===== config.mk =====
export PLATFORM = sky130hd
export DESIGN_NAME = store_buffer
export DESIGN_NICKNAME = d
export VERILOG_FILES = /design/src/rtl/riscproc_pkg.sv /design/src/rtl/sb_fwd_match.sv /design/src/rtl/store_buffer.sv
export SDC_FILE = /design/constraint.sdc
export NUM_CORES = 1
export LEC_CHECK = 0
export CAP_MARGIN = 10
export CORE_MARGIN = 1.5
export CORE_UTILIZATION = 25
export CTS_CLUSTER_SIZE = 40
export DETAILED_ROUTE_END_ITERATION = 12
export GPL_ROUTABILITY_DRIVEN = 0
export PLACE_DENSITY_LB_ADDON = 0.08
export SLEW_MARGIN = 20
export SYNTH_ARGS = -nofsm -noshare
export SYNTH_HDL_FRONTEND = slang
export SYNTH_HIERARCHICAL = 1
export SYNTH_SLANG_ARGS = --single-unit

===== constraint.sdc =====
create_clock -name clk -period 5.75 [get_ports clk]
set_input_delay 0.575 -clock clk [delete_from_list [all_inputs] [get_ports clk]]
set_output_delay 0.575 -clock clk [all_outputs]
set_load 0.01 [all_outputs]

===== src/rtl/riscproc_pkg.sv =====
// Shared processor definitions: store buffer default depth and entry layout.
package riscproc_pkg;

  localparam int SB_DEPTH = 4;

  typedef struct packed {
    logic [7:0] addr;
    logic [7:0] data;
  } sb_entry_t;

endpackage


===== src/rtl/sb_fwd_match.sv =====
// Store-to-load forwarding search: finds the youngest valid buffered entry
// whose address matches the load address.
module sb_fwd_match
  import riscproc_pkg::*;
#(
  parameter int DEPTH = SB_DEPTH
) (
  input  sb_entry_t [DEPTH-1:0]         entries,
  input  logic      [DEPTH-1:0]         valid,
  input  logic      [$clog2(DEPTH)-1:0] tail,
  input  logic      [7:0]               ld_addr,
  output logic                          hit,
  output logic      [7:0]               data
);

  localparam int PTR_W = $clog2(DEPTH);

  logic [PTR_W-1:0] idx;

  // Walk from oldest slot (tail - DEPTH) to youngest (tail - 1); later matches win.
  always_comb begin
    hit  = 1'b0;
    data = '0;
    idx  = '0;
    for (int k = DEPTH; k >= 1; k--) begin
      idx = tail - PTR_W'(k);
      if (valid[idx] && (entries[idx].addr == ld_addr)) begin
        hit  = 1'b1;
        data = entries[idx].data;
      end
    end
  end

endmodule


===== src/rtl/store_buffer.sv =====
// Circular store buffer between core and data memory, draining one store per
// cycle in program order and forwarding buffered data to loads.
module store_buffer
  import riscproc_pkg::*;
#(
  parameter int DEPTH = SB_DEPTH
) (
  input  logic                     clk,
  input  logic                     reset,
  input  logic                     st_valid,
  input  logic [7:0]               st_addr,
  input  logic [7:0]               st_data,
  output logic                     st_ready,
  input  logic                     drain_stall,
  input  logic [7:0]               ld_addr,
  output logic [7:0]               ld_data,
  input  logic [7:0]               dm_out,
  output logic [7:0]               rmi,
  output logic                     mem_write,
  output logic [7:0]               rmo,
  output logic [7:0]               wr_data,
  output logic [$clog2(DEPTH):0]   count,
  output logic                     empty,
  output logic                     full
);

  localparam int PTR_W = $clog2(DEPTH);
  localparam int CNT_W = PTR_W + 1;

  sb_entry_t [DEPTH-1:0] entries;
  logic      [DEPTH-1:0] valid;
  logic      [PTR_W-1:0] head;
  logic      [PTR_W-1:0] tail;
  logic      [CNT_W-1:0] cnt;
  logic                  push;
  logic                  pop;
  logic                  fwd_hit;
  logic      [7:0]       fwd_data;

  assign empty     = (cnt == '0);
  assign full      = (cnt == CNT_W'(DEPTH));
  assign count     = cnt;
  assign st_ready  = !full;
  assign push      = st_valid && st_ready;
  assign mem_write = !empty && !drain_stall;
  assign pop       = mem_write;
  assign rmo       = entries[head].addr;
  assign wr_data   = entries[head].data;
  assign rmi       = ld_addr;

  sb_fwd_match #(
    .DEPTH(DEPTH)
  ) u_fwd (
    .entries(entries),
    .valid  (valid),
    .tail   (tail),
    .ld_addr(ld_addr),
    .hit    (fwd_hit),
    .data   (fwd_data)
  );

  // The incoming store is not yet in entries, so it never forwards to this load.
  assign ld_data = fwd_hit ? fwd_data : dm_out;

  // Push and pop never target the same slot: that needs head==tail, i.e. empty or full.
  always_ff @(posedge clk) begin
    if (reset) begin
      head  <= '0;
      tail  <= '0;
      cnt   <= '0;
      valid <= '0;
    end else begin
      if (push) begin
        entries[tail] <= '{addr: st_addr, data: st_data};
        valid[tail]   <= 1'b1;
        tail          <= tail + 1'b1;
      end
      if (pop) begin
        valid[head] <= 1'b0;
        head        <= head + 1'b1;
      end
      case ({push, pop})
        2'b10:   cnt <= cnt + 1'b1;
        2'b01:   cnt <= cnt - 1'b1;
        default: cnt <= cnt;
      endcase
    end
  end

endmodule


# ---- Word level (Yosys, flattened, before mapping)
# Index checks and enable logic that the tools add are counted.
dict set report classes {
  mux 38
  magnitude_cmp 7
  n_reduce_logical 14
  n_eq_ne 7
  bitwise 4
  add_sub_neg 7
}
# op count
set ops {}
lappend ops {{binary-select mux 16 bit (select 2 bit)} 5}
lappend ops {{2-to-1 mux 16 bit} 6}
lappend ops {{bitwise mux 64 bit} 1}
lappend ops {{2-to-1 mux 8 bit} 5}
lappend ops {{demux 16 bit (select 2 bit)} 1}
lappend ops {{== test 8 bit} 4}
lappend ops {{< comparator 2 x 3 -> 1 bit (second input constant)} 5}
lappend ops {{2-to-1 mux 4 bit} 3}
lappend ops {{2-to-1 mux 1 bit} 10}
lappend ops {{binary-select mux 1 bit (select 2 bit)} 4}
lappend ops {{logical AND 1 bit} 8}
lappend ops {{one-hot mux 3 bit (2 select lines)} 1}
lappend ops {{adder 2 x 1 -> 2 bit (second input constant)} 2}
lappend ops {{AND 4 bit} 1}
lappend ops {{demux 1 bit (select 2 bit)} 2}
lappend ops {{greater-or-equal comparator 2 x 1 -> 1 bit (second input constant)} 2}
lappend ops {{inverter 4 bit} 1}
lappend ops {{OR 4 bit} 1}
lappend ops {{subtractor 2 bit (second input constant)} 2}
lappend ops {{adder 3 x 1 -> 3 bit (second input constant)} 1}
lappend ops {{== test 3 bit (second input constant)} 1}
lappend ops {{logical NOT 1 bit} 3}
lappend ops {{logical NOT 3 bit} 1}
lappend ops {{subtractor 3 x 1 -> 3 bit (second input constant)} 1}
lappend ops {{6 further kinds} 6}
dict set report word_totals {
  regBits 75
  elab_cells 89
  input_bits 36
}

# ---- Logic depth before layout (Yosys ltp)
# Gate-level depths: netlist (run 1).
dict set report depth {
  ltp_word 9
  ltp_mapped 13
  ltp_nobuf 9
}

# ---- Modules after synthesis
# The synthesis (run 1) kept the hierarchy.
# module instances area_per_inst_um2 cells_per_inst
set by_module_without_submodules {}
lappend by_module_without_submodules {store_buffer 1 3110.5 171}
lappend by_module_without_submodules {sb_fwd_match 1 2504.9 285}

# ---- Worst setup path after synthesis (run 1)
# Ideal clock, no wire load.
dict set report synth_timing {
  path_kind {register -> output}
  from {register tail[1]}
  to {output ld_data[0]}
  path_stages_with_launch 12
  setup_slack_ns 2.379
  arrival_time_ns 2.796
  required_ns 5.175
  path_buffers 3
  path_cell_list {dfxtp_1 -> buf_6 -> mux4_1 -> xnor2_1 -> nand4_1 -> o21bai_1 -> nand2b_1 -> buf_2 -> o21ai_2 -> or3b_1 -> clkbuf_1 -> mux2_2}
}
dict set report synth_via {
  elab_chain_cells 9
  elab_cells_between_ends 36
  classes_between {add/sub (3); eq/ne (4); mux (25); reduce/logical (4)}
}
# item line
set synth_rtl {}
lappend synth_rtl {{start, declared} store_buffer.sv:33} ;# logic [PTR_W-1:0] tail;
lappend synth_rtl {{start signal, assigned} store_buffer.sv:76} ;# tail <= tail + 1'b1;
lappend synth_rtl {{subtractor 2 bit / binary-select mux 16 bit (select 2 bit) (equally long branches)} {sb_fwd_match.sv:26, sb_fwd_match.sv:27}}
lappend synth_rtl {{binary-select mux 16 bit (select 2 bit) / 2-to-1 mux 16 bit (equally long branches)} sb_fwd_match.sv:27} ;# if (valid[idx] && (entries[idx].addr == ld_addr)) begin
lappend synth_rtl {{2-to-1 mux 16 bit (not written as such) / == test 8 bit (equally long branches)} {sb_fwd_match.sv:29, sb_fwd_match.sv:27}}
lappend synth_rtl {{== test 8 bit / logical AND 1 bit (equally long branches)} sb_fwd_match.sv:27}
lappend synth_rtl {{logical AND 1 bit / 2-to-1 mux 1 bit (equally long branches)} sb_fwd_match.sv:27}
lappend synth_rtl {{2-to-1 mux 1 bit (2 in series)} sb_fwd_match.sv:27}
lappend synth_rtl {{2-to-1 mux 1 bit *} sb_fwd_match.sv:27}
lappend synth_rtl {{via fwd_hit} store_buffer.sv:37} ;# logic fwd_hit;
lappend synth_rtl {{2-to-1 mux 8 bit *} store_buffer.sv:63} ;# assign ld_data = fwd_hit ? fwd_data : dm_out;
lappend synth_rtl {{end, declared} store_buffer.sv:16} ;# output logic [7:0] ld_data,
# The timed path passes the listed nets; every way through them passes the cells marked *. The select of a mux whose other input is x is not followed.

# ---- Final worst setup path (run 1)
dict set report layout_timing {
  from {register tail[1]}
  to {output ld_data[6]}
}
# Same word-level chain as after synthesis.

==> results.md, run 1 <==
* Status: complete, but fails checks
* Failing checks: design-rule violations
* Initial DRC count at 255
* CTS root buf: clkbuf_16
* Starting Density at 25.6%
* CTS tree: yes
* Clock sink count at 75
* Crit path required time at 5.18 ns
* Overall routed net length at 16,200 µm
* Met2 wire len at between 7000 and 8000 µm
* Post-Synth XOR/XNOR Area at under 10%
* Post-Syn Area at 0.00562 mm²
* Post-Synth Simple-Gate Area at ~8.1%
* Hold-fix buffers at CTS at 0
* Post-DRT Antenna Nets at 0
* RSZ-0062 raised after global routing: no
* First-pass GRT wire length at 25,200 µm
* Adder-cell share of the synthesized area at 2.36%
* Complex-gate fraction of the synthesized area at 11.4%
* Pins Over Slew Limit at 0
* Fraction of registers with async set/reset at 0%
* Slew headroom at 24.7%
* Syn Inst Count at around 460
* Rows at 54
* Largest family of logic cells by synthesized area: multiplexers
* Clk_lat worst skew at 0.35 ns
* Worst vdd ir at 0.209 mV
* Die area at 0.0234 mm²
* Top layer used by detailed routing: met4
* Hold Fails Final Rpt at 0
* Fin crit share at 87.9%
* N_diodes at 0
* Chip Height at 153 µm
* Primary flip-flop cell chosen by synthesis mapping: edfxtp_1
* Area grow syn2layout at 22.6%
* Avg WL per Cell at 20.4 µm
* FF+latch count, synth at 75
* Max-cap violations at 0
* Drt pass-1 iters at 11
* Final clock skew at 0.00691 ns
* Mux share of post-synthesis cell area at 27.8%
* Nets@finish at 555
* Met3 wire length at roughly 730 µm
* IO buf count at 74
* Dpl hpwl at 11,300 µm
* # H-tree levels at 3
* Synthesized area per cell at 12.3 µm²
* # DRC at 4
* Max Root-Sink Buffers at 2
* Final Util at a little under a third
* Post-synth EDFFs at 64
* Initial antenna violation count at 0
* GRT overflow at 0
* Share of the yosys chip area belonging to registers at 38.1%
* Vias in the first global route at 4,150
* Worst-margin pin slew at 1.13 ns
* Critical Path Fanout Max at 44
* Fillers at 2,189
* Die Wd at 153 µm
* Largest net degree at the start of global routing at 45
* Worst setup SP type: register
* Wl on met1 at 7730 µm
* Via density at ~5.0
* Critical Path End Type: output pin
* Boundary Pins at 75
* Via count at 4,002
* Global-route usage over all layers at 14.3%
* Final setup TNS at 0 ns
* PostCTS Resize Cnt at 0
* Setup Fix Bufs, Post-CTS at 0
* Layout cells sized above 1 at 20.0%
* Worst EP arrival at 4.48 ns
* Count of cell types in the netlist at 56
* Total CTS buffers at 9
* Area of the multi-input gates at between 0.003 and 0.004 mm²
* CP Class: reg -> out
* Register Area at 0.00215 mm²
* Min-Delay Path Class: reg -> reg
* Synthesis Warnings at 6
* Clock slew seen by the registers of the worst setup and hold paths at 0.06 ns
* Pleak at 2.14 nW
* Core box area at roughly 0.022 mm²
* Cell Pwr Density at 320 mW/mm²
* Final Setup Violations at 0
* Syn Nets at 502
* Final min period at 5.06 ns
* Fmax at 198 MHz
worst max-delay path, cell delays in order, from the launching register on:
cell and delay [ns]:
dfxtp_4 0.75, mux4_1 0.66, xnor2_1 0.15, nand4_1 0.14, o21bai_1 0.13, buf_4 0.24, nand2b_1 0.13, buf_4 0.23
o21ai_2 0.20, or3b_1 0.63, mux2_2 0.31, clkdlybuf4s50_1 0.53
stage by stage:
stage / total power, W / hold slack [ns] / cell area [µm²] / setup slack (ns) / cells
detailed placement: 0.00157 / 0.536 / 6540 / 1.01 / 778
finish: 0.00220 / 0.539 / 6880 / 0.695 / 794
CTS: 0.00224 / 0.546 / 6880 / 0.632 / 794
global route: 0.00232 / 0.575 / 6880 / 0.433 / 794
floorplan: 0.00128 / 0.505 / 5620 / 2.38 / 456
global placement: 0.00156 / 0.511 / 6540 / 1.03 / 778
power breakdown:
| part | switching [W] | internal [W] | leakage (nW) |
|---|---|---|---|
| logic | 0.000392 | 0.000429 | 1.30 |
| clock network | 0.000231 | 0.000428 | 0.168 |
| registers | 0.0000860 | 0.000636 | 0.672 |
| total | 0.000709 | 0.00149 | 2.14 |
cells by family (layout without fill, tap and decap cells):
group | count (synthesis) | in the layout
buf+inv | 54 | 112
compound gates | 90 | 90
mux | 102 | 102
fa+ha+maj | 10 | 10
xor+xnor | 39 | 39
simple gates | 86 | 86
flops | 75 | 75
sequential cells by signal, indices dropped and copies added, names as in the netlist:
register / flops
valid: 4
count: 3
tail: 2
head: 2
entries: 64
cell type report:
class	count	area share, %
Multi-Input combinational cell	327	46.1
Sequential cell	75	31.2
Timing Repair Buffer	85	12.0
Tap cell	280	5.09
Clock buffer	13	4.07
Clock inverter	3	0.982
Inverter	11	0.600
cells in the final DEF (no fill, tap or decap), drive strengths merged, types with 8 or more instances in the layout:
| cell type | n |
|---|---|
| nand2 | 23 |
| xor2 | 12 |
| a211oi | 17 |
| dfxtp | 11 |
| o32ai | 8 |
| mux4 | 35 |
| ha | 9 |
| nand2b | 9 |
| o21ai | 23 |
| nor2 | 29 |
| mux2i | 34 |
| edfxtp | 64 |
| clkdlybuf4s50 | 74 |
| mux2 | 33 |
| a21boi | 8 |
| xnor2 | 27 |
| nor3 | 10 |
| buf | 11 |
| a31oi | 16 |
| inv | 11 |
| clkbuf | 13 |
worst paths after layout:
| check | startpoint | endpoint | slack, ns | cells after the start |
|---|---|---|---|---|
| hold reg to reg | count[2] | count[2] | 0.54 | 2 |
| setup reg to reg | tail[1] | entries[32] | 2.67 | 4 |
| hold / removal | count[2] | count[2] | 0.54 | 2 |
| setup / recovery | tail[1] | ld_data[6] | 0.69 | 11 |
synth_stat cells, types with 2 or more instances:
library cell  number  share of area, %
or3b_1             2              0.31
a21boi_0           8               1.1
nor2_1            27               1.8
inv_2              2              0.13
nand2_1           23               1.5
o32ai_1            8               1.2
mux2i_1           33               5.9
nor3_1             8              0.71
edfxtp_1          64                34
nor4_1             2              0.22
buf_6              5               1.0
nor3b_1            4              0.53
o211ai_1           2              0.27
mux4_1            14               6.6
buf_2             12               1.1
buf_4             10               1.3
mux2_2            32               6.4
nand2b_1           9               1.0
a211oi_1          17               2.3
xnor2_2            3              0.87
a21oi_1            4              0.36
inv_1              9              0.60
nor2_4             2              0.40
xor2_1            12               1.9
o21ai_0           22               2.0
xnor2_1           24               3.7
a311oi_1           4              0.62
mux4_2            21               8.4
a31oi_1           16               1.8
clkbuf_1          13              0.87
ha_1               9               2.0
dfxtp_1           11               3.9
per-layer routing:
| layer | vias to the layer above | track usage [%] |
|---|---|---|
| met3 | 14 | 2.67 |
| met4 | 0 | 4.25 |
| met1 | 2016 | 19.8 |
| met2 | 88 | 22.9 |
| li1 | 1884 | - |
| met5 | - | 0 |
Power figures use the tool's default switching activity.
==> inputs of run 2 (changes only) <==
clock period = 4.6 ns   (was 5.75 ns; I/O delays follow)
==> run 2 against run 1 <==
Net effect: the flow still finishes with violations (design-rule violations); die area unchanged; power increased by 21%; highest routed layer unchanged; global-route usage decreased by 0.44 points; routed wire length decreased by 2.1%; sequential share of layout area decreased by 0.057 points; sequential power increased by 23%; flip-flop and latch count unchanged; utilization increased by 0.057 points.
==> results.md, run 2 (synthesized netlist as in run 1, its figures left out) <==
* Status: complete, but fails checks
* Failing checks: design-rule violations
* Pleak at 2.16 nW
* Overall routed net length at 15,800 µm
* Fin crit share at 95.3%
* Nets@finish at 562
* Post-DRT Antenna Nets at 0
* Die area at approximately 0.023 mm²
* Largest register FFs at 64
* Clk_lat worst skew at 0.34 ns
* # DRC at 4
* Worst vdd ir at between 0.15 and 0.2 mV
* Die Wd at 153 µm
* Total CTS buffers at 9
* RSZ-0062 raised after global routing: no
* Critical Path End Type: output pin
* Initial DRC count at 324
* Area grow syn2layout at 22.8%
* Worst-margin pin slew at 0.743 ns
* Avg WL per Cell at 19.8 µm
* Final clock skew at 0.00600 ns
* Dpl hpwl at 11,100 µm
* Crit path required time at between 4 and 5 ns
* Final setup TNS at 0 ns
* Via count at 4,027
* Final min period at 4.38 ns
* Boundary Pins at 75
* Commonest non-fill, non-tap cell in the layout: clkdlybuf4s50_1
* Most frequent cells in the layout: clkdlybuf4s50_1 (74), edfxtp_1 (64), mux2i_1 (33), mux2_2 (32), nor2_1 (27)
* First-pass GRT wire length at about 24,000 µm
* Fmax at 228 MHz
* Total Power at 0.00265 W
* Chip Height at 153 µm
* Hold Fails Final Rpt at 0
* Slew headroom at approximately half
* Largest register by flop count: entries
* Hold-fix buffers at CTS at 0
* Via density at 5.03
* Vias in the first global route at 4,128
* Worst EP arrival at 3.92 ns
* CP Class: reg -> out
* Worst setup SP type: register
* Cell Pwr Density at slightly below 400 mW/mm²
* Initial antenna violation count at 0
* Core box area at 0.0220 mm²
* IO buf count at 74
* N_diodes at 0
* CTS root buf: clkbuf_16
* Clock sink count at 75
* Max Root-Sink Buffers at 2
* Drt pass-1 iters at 11
* CTS tree: yes
* Min-Delay Path Class: reg -> reg
* Critical Path Fanout Max at 38
* Final Setup Violations at 0
* Layout cells sized above 1 at about a fifth
* Rows at 54
* Max-cap violations at 0
* Global-route usage over all layers at 13.9%
* Largest net degree at the start of global routing at 39
* Clock slew seen by the registers of the worst setup and hold paths at around 0.060 ns
* Starting Density at between 20% and 30%
* # H-tree levels at 3
* GRT overflow at 0
* Fillers at about 2,200
* Pins Over Slew Limit at 0
-- run 2: changes by cell type in the layout (fill, tap and decap cells not counted), sizes merged --
cell	previous run	this run
buf	11	18
clkbuf	13	9
clkinv	0	4
inv	11	13
bufinv	2	1
clkinvlp	1	0
-- run 2: cell type report --
cell class / count / area (µm²) / share of cell area [%]
Timing Repair Buffer: 92 / 876 / 12.7
Sequential cell: 75 / 2150 / 31.1
Multi-Input combinational cell: 327 / 3180 / 46.1
Tap cell: 280 / 350 / 5.08
Clock buffer: 9 / 225 / 3.27
Clock inverter: 7 / 75.1 / 1.09
Inverter: 11 / 41.3 / 0.599
-- run 2: through the flow --
stage,utilization [%],cell area (µm²),std cells,setup slack (ns),hold WS (ns)
final,31.4,6900,801,0.218,0.542
after global placement,30.0,6590,785,0.396,0.505
after global routing,31.4,6900,801,0.0174,0.588
after CTS,31.4,6890,801,0.126,0.549
after detailed placement,30.0,6590,785,0.346,0.535
after floorplan,-,5620,456,1.34,0.505
-- run 2: where the power goes --
group	switching [W]	internal, W
clock network	0.000295	0.000424
registers	0.0000944	0.000795
logic	0.000499	0.000547
-- run 2: path summary, 6_finish.rpt --
check | slack (ns) | endpoint | cells past startpoint | startpoint
min | 0.54 | count[2] | 2 | count[2]
min reg2reg | 0.54 | count[2] | 2 | count[2]
max reg2reg | 2.03 | count[2] | 9 | count[2]
max | 0.22 | ld_data[6] | 10 | tail[1]
-- run 2: metal layers --
| metal | GRT usage, % | up-vias | wire [µm] |
|---|---|---|---|
| li1 | - | 1893 | - |
| met1 | 19.0 | 2020 | 7630 |
| met2 | 22.0 | 96 | 7290 |
| met3 | 2.58 | 18 | 642 |
| met4 | 4.86 | 0 | 264 |
| met5 | 0 | - | 0 |
-- run 2: what timing repair did --
item | CTS | global route
endpoints found under the setup margin | 0 | 8
buffers inserted | 0 | 0
resized for setup | 0 | 1
-- run 2: worst max-delay path: stages (launching register included) --
cell and delay, ns:
dfxtp_4 0.68, buf_4 0.33, mux2i_1 0.28, xnor2_1 0.17
nor3_2 0.08, o211ai_4 0.51, nor2_4 0.14, or3b_1 0.39
buf_4 0.19, mux2_2 0.24, clkdlybuf4s50_1 0.53
==> inputs of run 3 (changes only) <==
CORE_UTILIZATION = 34   (was 25)
==> run 3 against run 2 <==
Net effect: the flow now finishes without violations; combinational power hardly changed; non-clock buffer count is 1 higher; utilization is 11 points higher; power is 4.5% lower; register-to-register slack better by 0.04 ns; final cell count is 7.9% lower; sequential power hardly changed; first-iteration DRC count is 9.6% lower; routed wire length is 11% lower; final area is 1.8% lower; setup slack better by 0.039 ns; critical path type unchanged; largest power group unchanged; highest routed layer unchanged.
==> results.md, run 3 (synthesized netlist as in run 1, its figures left out) <==
* # H-tree levels at 3
* Reg-to-Reg End: count[2]
* Final min period at around 4.3 ns
* RSZ-0062 raised after global routing: no
* Final setup TNS at 0 ns
* Worst setup SP type: register
* Crit path required time at 4.14 ns
* Via density at 5.40
* Worst-margin pin slew at 0.792 ns
* Critical Path End Type: output pin
* Most frequent cells in the layout: clkdlybuf4s50_1 (74), edfxtp_1 (64), mux2i_1 (33), mux2_2 (32), nor2_1 (27)
* Max-cap violations at 0
* CTS tree: yes
* Hold_ws at 0.510 ns
* Final clock skew at 0.00568 ns
* Worst EP arrival at about 3.9 ns
* Largest net degree at the start of global routing at 33
* Initial antenna violation count at 0
* GRT overflow at 0
* Crit-path slowest cell: dfxtp_2
* Layout cells sized above 1 at 20.3%
* CP Class: reg -> out
* Via count at 3,984
* Worst vdd ir at 0.250 mV
* CTS root buf: clkbuf_16
* IO buf count at 74
* Pre-CTS WS at 0.583 ns
* Internal reg-to-reg setup slack at 2.07 ns
* Commonest non-fill, non-tap cell in the layout: clkdlybuf4s50_1
* Critical Path Fanout Max at 20
* Chip Height at 132 µm
* Hold Fails Final Rpt at 0
* Reg2reg path depth at 9
* N_diodes at 0
* Avg WL per Cell at between 15 and 20 µm
* Area grow syn2layout at 20.5%
* Dpl hpwl at 10,200 µm
* Largest incremental delay on the critical path at 0.64 ns
* First-pass GRT wire length at 22,400 µm
* Rows at 46
* Pleak at 2.14 nW
* Vias in the first global route at between 3,000 and 4,000
* Largest register by flop count: entries
* Die area at 0.0173 mm²
* Nets@finish at 563
* Hold_sp: count[2]
* Max Root-Sink Buffers at 2
* Initial DRC count at 293
* Final Cell Area at just under 0.007 mm²
* Cell Pwr Density at 375 mW/mm²
* Fin crit share at 94.4%
* R2r startpoint: count[0]
* Clk_lat worst skew at 0.34 ns
* Clock sink count at 75
* Setup Fix Bufs, Post-CTS at 0
* Total CTS buffers at 9
* PostCTS Resize Cnt at 0
* WHS Path Cells at 2
* Overall routed net length at around 14,000 µm
* Drt pass-1 iters at 5
* Largest register FFs at 64
* Fillers at 1,527
* Hold-fix buffers at CTS at 0
* Die Wd at 132 µm
* Buf/Inv on CP at 2
* Boundary Pins at between 70 and 80
* Top delay family on crit path: compound AO/OA/AOI/OAI gates
* Global-route usage over all layers at 16.8%
* Pins Over Slew Limit at 0
* Total Power at 0.00254 W
* Fmax at 230 MHz
* Final Setup Violations at 0
* Slew headroom at 47.0%
* Post-DRT Antenna Nets at 0
* Endpoint, Worst Hold: count[2]
* Status: completed
* Setup ws final at 0.257 ns
* # DRC at 0
* Core box area at 0.0160 mm²
* Starting Density at 35.1%
* Min-Delay Path Class: reg -> reg
* CP Cell Sequence: buf_4 > mux4_1 > xor2_1 > nor2_1 > o211ai_1 > o21bai_4 > a21boi_0 > o32ai_1 > mux2_2 > clkdlybuf4s50_1
* Clock slew seen by the registers of the worst setup and hold paths at roughly 0.06 ns
* Placement Cell Area at ~0.0065 mm²
## run 3: worst max path at each step
stage | start | end | slack (ns) | depth (start not counted)
after floorplan | tail[1] | ld_data[0] | 1.34 | 11
after global placement | ld_addr[0] | ld_data[1] | 0.62 | 10
after detailed placement | ld_addr[0] | ld_data[1] | 0.58 | 10
after CTS | tail[0] | ld_data[4] | 0.25 | 10
after global routing | tail[0] | ld_data[2] | 0.08 | 10
final | tail[0] | ld_data[4] | 0.26 | 10
## run 3: final cells by class
cell class / instances / area (µm²) / share of cell area, %
Multi-Input combinational cell: 327 / 3170 / 46.9
Clock buffer: 12 / 236 / 3.49
Clock inverter: 4 / 17.5 / 0.259
Sequential cell: 75 / 2150 / 31.7
Timing Repair Buffer: 93 / 883 / 13.0
Tap cell: 216 / 270 / 3.99
Inverter: 11 / 41.3 / 0.610
## run 3: through the flow
step | std cells | utilization (%)
4_1_cts | 738 | 42.3
3_3_place_gp | 722 | 40.7
6_report | 738 | 42.3
3_5_place_dp | 722 | 40.7
2_1_floorplan | 456 | -
5_1_grt | 738 | 42.3
## run 3: where the power goes
group | internal [W] | leakage (nW) | switching (W)
clock | 0.000359 | 0.125 | 0.000258
sequential | 0.000795 | 0.672 | 0.0000966
combinational | 0.000546 | 1.34 | 0.000480
## run 3: layer usage
metal  track usage (%)  routed length (µm)
met3              2.97                 527
met1              22.6                6670
met4              6.91                 265
met2              26.9                6690
met5                 0                   0
## run 3: tightest hold or removal path: stages, from the launching register on
cell     delay, ns
dfxtp_1       0.33
o21ai_0       0.08
a21oi_1       0.06
